`config.mk`:
```
export PLATFORM = sky130hd
export DESIGN_NAME = inst_queue
export DESIGN_NICKNAME = d
export VERILOG_FILES = /design/src/rtl/inst_queue.sv
export SDC_FILE = /design/constraint.sdc
export NUM_CORES = 1
export LEC_CHECK = 0
export BUFFER_PORTS_ARGS = -buffer_cell sky130_fd_sc_hd__buf_2
export CAP_MARGIN = 30
export CORE_ASPECT_RATIO = 0.8
export CORE_MARGIN = 2
export CORE_UTILIZATION = 45
export DETAILED_ROUTE_END_ITERATION = 7
export PLACE_DENSITY_LB_ADDON = 0.3
export SLEW_MARGIN = 0
export SYNTH_ARGS = -nofsm -noshare
export SYNTH_HDL_FRONTEND = slang
export SYNTH_SLANG_ARGS = --single-unit
```
`constraint.sdc`:
```
create_clock -name clock -period 13.8 [get_ports clock]
set_input_delay 0.69 -clock clock [delete_from_list [all_inputs] [get_ports clock]]
set_output_delay 0.69 -clock clock [all_outputs]
set_load 0.03 [all_outputs]
```
`src/rtl/inst_queue.sv`:
```
// Registered instruction FIFO between fetch and decode/dispatch; squash flushes all entries.
// Optional macro INST_QUEUE_BYPASS_EN: an empty queue forwards if_packet to dp_packet in the same cycle.
package inst_queue_pkg;
  typedef struct packed {
    logic        valid;
    logic [31:0] inst;
    logic [31:0] PC;
    logic [31:0] NPC;
  } IF_DP_PACKET;
endpackage

module inst_queue
  import inst_queue_pkg::*;
#(
  parameter int DEPTH = 8,
  parameter int CNT_W = $clog2(DEPTH + 1)
) (
  input  logic             clock,
  input  logic             reset,
  input  logic             squash,
  input  logic             if_valid,
  input  IF_DP_PACKET      if_packet,
  output logic             iq_ready,
  input  logic             dp_stall,
  output IF_DP_PACKET      dp_packet,
  output logic [CNT_W-1:0] iq_count,
  output logic             iq_empty,
  output logic             iq_full
);

  localparam int PTR_W = $clog2(DEPTH);

  IF_DP_PACKET      mem_q [DEPTH];
  logic [PTR_W-1:0] head_q, head_d;
  logic [PTR_W-1:0] tail_q, tail_d;
  logic [CNT_W-1:0] count_q, count_d;
  logic             push, pop, bypass;
  IF_DP_PACKET      wr_pkt, head_pkt;

  assign iq_count = count_q;
  assign iq_empty = (count_q == '0);
  assign iq_full  = (count_q == CNT_W'(DEPTH));
  assign iq_ready = ~iq_full;

  // Stored entries carry valid=1 so the head needs no separate valid override.
  always_comb begin
    wr_pkt       = if_packet;
    wr_pkt.valid = 1'b1;
  end

`ifdef INST_QUEUE_BYPASS_EN
  assign bypass = iq_empty & if_valid & ~dp_stall & ~squash;
`else
  assign bypass = 1'b0;
`endif

  assign push = if_valid & iq_ready & ~squash & ~bypass;
  assign pop  = ~iq_empty & ~dp_stall & ~squash;

  always_comb begin
    head_d  = head_q;
    tail_d  = tail_q;
    count_d = count_q;
    if (squash) begin
      head_d  = '0;
      tail_d  = '0;
      count_d = '0;
    end else begin
      if (push) tail_d = tail_q + PTR_W'(1);
      if (pop)  head_d = head_q + PTR_W'(1);
      count_d = count_q + CNT_W'(push) - CNT_W'(pop);
    end
  end

  always_ff @(posedge clock or posedge reset) begin
    if (reset) begin
      head_q  <= '0;
      tail_q  <= '0;
      count_q <= '0;
    end else begin
      head_q  <= head_d;
      tail_q  <= tail_d;
      count_q <= count_d;
    end
  end

  always_ff @(posedge clock) begin
    if (push) mem_q[tail_q] <= wr_pkt;
  end

  // Empty queue presents an all-zero NOP to the decoder.
  assign head_pkt = iq_empty ? '0 : mem_q[head_q];

`ifdef INST_QUEUE_BYPASS_EN
  assign dp_packet = bypass ? wr_pkt : head_pkt;
`else
  assign dp_packet = head_pkt;
`endif

endmodule

```
# After elaboration in Yosys (flattened, before gate mapping)
# Memory sizes are Yosys's and may differ from the RTL's.
# Cells that the tools add are included.
# Widths: inputs -> output; s select.
# classes
eq_ne	1
add_sub_neg	4
bitwise	8
muxes	8
reduce_logical	3
# op_table
op	count
$mux 97	1
$mux 3	4
$add 3x1->3 const B	2
$add 4x1->4	1
$and 1x1->1	4
$eq 4x4->1 const B	1
$logic_not 4->1	1
$mux 4	1
$not 1->1	4
$reduce_bool 2->1	2
$sub 4x1->4	1
$mux 1	2
# word_totals
mem_bits_rw	768
output_inout_bits	104
in_bits	102
ff_bits	10
memories	1
word_cells	28
# memory_table
memory	depth	word_bits	read_ports	rd_ports_with_merged_regs	write_ports	line	rtl
mem_q	8	96	1	0	1	33	IF_DP_PACKET mem_q [DEPTH];

# Longest topological paths before layout
# depth
ltp_word	7
depth_mapped	12
depth_no_buf	11

# Worst setup path before layout
# OpenSTA, ideal clock, no wires.
# synth_path
path_type	register to register
start	reg count_q[2] (netlist: iq_count[2])
end	mem mem_q[0][0] (netlist bit), enable pin
t_arrival_ps	8690
setup_ps	668
path_stages_with_launch	8
path_slack_ps	4442
path_buffers	1
t_required_ps	13132
synth_period_minus_slack_ps	9358
cell_sequence	dfrtp_1 -> inv_1 -> ha_1 -> or3b_2 -> clkbuf_1 -> inv_1 -> or4_1 -> nor3_1
# synth_via
elab_chain_len	6
# synth_lines
element	line	rtl
from (decl)	36	logic [CNT_W-1:0] count_q, count_d;
from (signal assigned)	83	count_q <= count_d;
$eq 4x4->1	42	assign iq_full = (count_q == CNT_W'(DEPTH));
$not 1->1	43	assign iq_ready = ~iq_full;
named net iq_ready	23	output logic iq_ready,
$and 1x1->1 (2 in a row)	57	assign push = if_valid & iq_ready & ~squash & ~bypass;
$mux 1	88	if (push) mem_q[tail_q] <= wr_pkt;
$mux 1 (implied by the code)	88	
to (decl)	33	
# The timed path passes the listed nets, and every way through them passes these cells.

==> metrics.yaml <==
rr_worst_depth: 9
synth_top_area_cell: "edfxtp_1"
tightest_slew_ps: 927.1
avgRoutedWirePerCell_um: 24.81
cts_post_setup_buffers_inserted: 0
cp.required_ps: 13110
netlist_top_cells_area: "edfxtp_1 (79%), mux4_2 (15%), a22o_1 (2.9%), dfrtp_1 (0.86%), buf_2 (0.48%)"
yosysSeqAreaShare: 0.7971
rrSetupSlack_ps: 10290
syn_inst: 1200
whs_ps: 66.14
start_kind: "register"
grt_pass1_vias: 13775
path_clk_slew_ps: 60
final_area_mm2: 0.03377
skew_ps: 17.61
synth-compound-area-share: 0.03055
finalHoldViolCount: 0
synthXorXnorAreaFrac: 0.0002995
vias: 13084
numCtsBuffers: 75
hold_path.class: "in2async"
drt-total-wl_um: 58430
clock_path_buffers: 3
gp_congestion: 0.7214
dr.first_iter.drc_count: 975
synth_area_mm2: 0.02925
post-dp-hpwl_um: 30080
cp.arrival_ps: 3990
startpoint: "head_q[0]$_DFFE_PP0P_"
syn-num-nets: 1311
syn_area_per_cell_um2: 24.37
die_h_um: 232.0
numPortBuffers: 204
period_needed_ps: 4681
setup_tns_ps: 0
power_w: 0.006159
endpoint: "dp_packet[67]"
synth_cell_types: 29
critical_path_class: "reg2out"
cts_sinks: 778
worst-path-max-fanout: 38
synth_edf_count: 768
ys_seq_elements: 778
synth_simple_gate_area_frac: 0.006332
cp-end-kind: "output pin"
synthAdderAreaFrac: 0.004107
ios: 206
yosysWarnings: 0
grt_use_total: 0.1773
relSlewSlack: 0.3820
drt-vias-per-instance: 5.556
die_area_mm2: 0.06706
cpMaxStageDelayCell: "dfrtp_4"
syn2layout_area_growth_pct: 15.46
setup_viol: 0
worstPathCellList: "buf_4, buf_4, buf_16, mux4_2, a22o_1, buf_2"
r2r-start: "iq_count[2]$_DFF_PP0_"
power.leakage_nw: 10.96
synthFlopType: "edfxtp_1"
drtAntennaViolNets: 0
fp.coreArea_mm2: 0.06418
hold_buffers: 0
h-tree-depth: 3
die_w_um: 289.0
ys_async_sr_fraction: 0.01285
slew_violations: 0
synth.top_cell.area_share: 0.7885
dr.pass1.iters: 4
synthMuxAreaShare: 0.1490
final_nets: 1559
fin_crit_sh: 0.3392
r2r-end: "mem_q[4][93]$_DFFE_PP_"
placed_cell_area_mm2: 0.03135
cts_root_buffer: "clkbuf_16"
status: "finished clean"
powerDensity_mw_per_mm2: 182.4
grt_setup_unrepaired: "false"
cts_resized: 0
cap_violations: 0
ir_worst_vdd_mv: 0.1123
clock_latency_ps: 600
rows: 83
final_cell_mix: "edfxtp_1 (768), buf_2 (204), mux4_2 (192), a22o_1 (96), clkbuf_16 (79)"
synth_top_family_by_area: "multiplexers"
route.detailed.drc: 0
antenna_found_initial: 10
cts_tree: "built"
overflow: 0
max_stage_delay_ps: 840
drive_gt1_frac: 0.3630
grt_max_degree: 56
start_util: 0.4557
final_common_cell: "edfxtp_1"
crit_path_frequent_cell: "buf_4"
grt_pass1_wl_um: 87130
fmax_mhz: 213.6
## layer usage
layer	share of wire	track usage
met1	0.42	0.2387
met2	0.50	0.2921
met3	0.058	0.04303
met4	0.019	0.04575
met5	0.0018	0
## synth_stat cells (all sizes together) (5+ instances only)
cell type / number
a21oi: 5
inv: 10
clkbuf: 25
mux4: 192
buf: 42
nor2b: 5
ha: 8
edfxtp: 768
a22o: 96
nor2: 11
dfrtp: 10
## final cells by class
cell class / instances / area [um2]
Antenna cell: 1 / 2.502
Clock buffer: 99 / 2072
Clock inverter: 34 / 264.0
Fill cell: 4954 / 30410
Inverter: 10 / 37.54
Multi-Input combinational cell: 345 / 5628
Sequential cell: 778 / 23320
Tap cell: 850 / 1064
Timing Repair Buffer: 238 / 1381
## flip-flops by register name, summed over array words and instances, names as in the netlist
register,count
iq_count,4
mem_q,768
head_q,3
tail_q,3
## worst max-delay path, delay by kind of cell, from the launching register on
family	cells	cell delay [ps]
mux	1	530
buf+inv	4	1700
compound gates	1	280
flops	1	840
## power by group
part / leakage [nW] / internal (W) / switching [W]
clock network: 1.13 / 0.00113 / 0.000814
logic: 2.77 / 0.000572 / 0.000929
registers: 7.06 / 0.00267 / 0.0000449
## per-stage QoR
step | setup WS, ps | std cells | util
2_1_floorplan | 4442 | 1200 | -
3_3_place_gp | 9404 | 2215 | 0.4874
3_5_place_dp | 9351 | 2218 | 0.4884
4_1_cts | 8710 | 2351 | 0.5248
5_1_grt | 8751 | 2354 | 0.5261
6_report | 9119 | 2355 | 0.5262
## cells by family after synthesis
family                     after synthesis
buffers and inverters                   77
DFF                                    778
muxes                                  195
xor gates and xnor gates                 1
AOI/OAI and AO/OA                      106
adders and majority gates                9
and+or+nand+nor                         34
## worst min-delay path by stage
stage | start | slack (ps) | to
3_5_place_dp | tail_q[0]$_DFFE_PP0P_ | 610 | tail_q[0]$_DFFE_PP0P_
6_report | reset | 70 | head_q[2]$_DFFE_PP0P_
2_1_floorplan | reset | 530 | head_q[0]$_DFFE_PP0P_
4_1_cts | reset | 50 | iq_count[3]$_DFF_PP0_
3_3_place_gp | tail_q[0]$_DFFE_PP0P_ | 580 | tail_q[0]$_DFFE_PP0P_
5_1_grt | reset | 90 | iq_count[2]$_DFF_PP0_
Power figures use the tool's default switching activity.
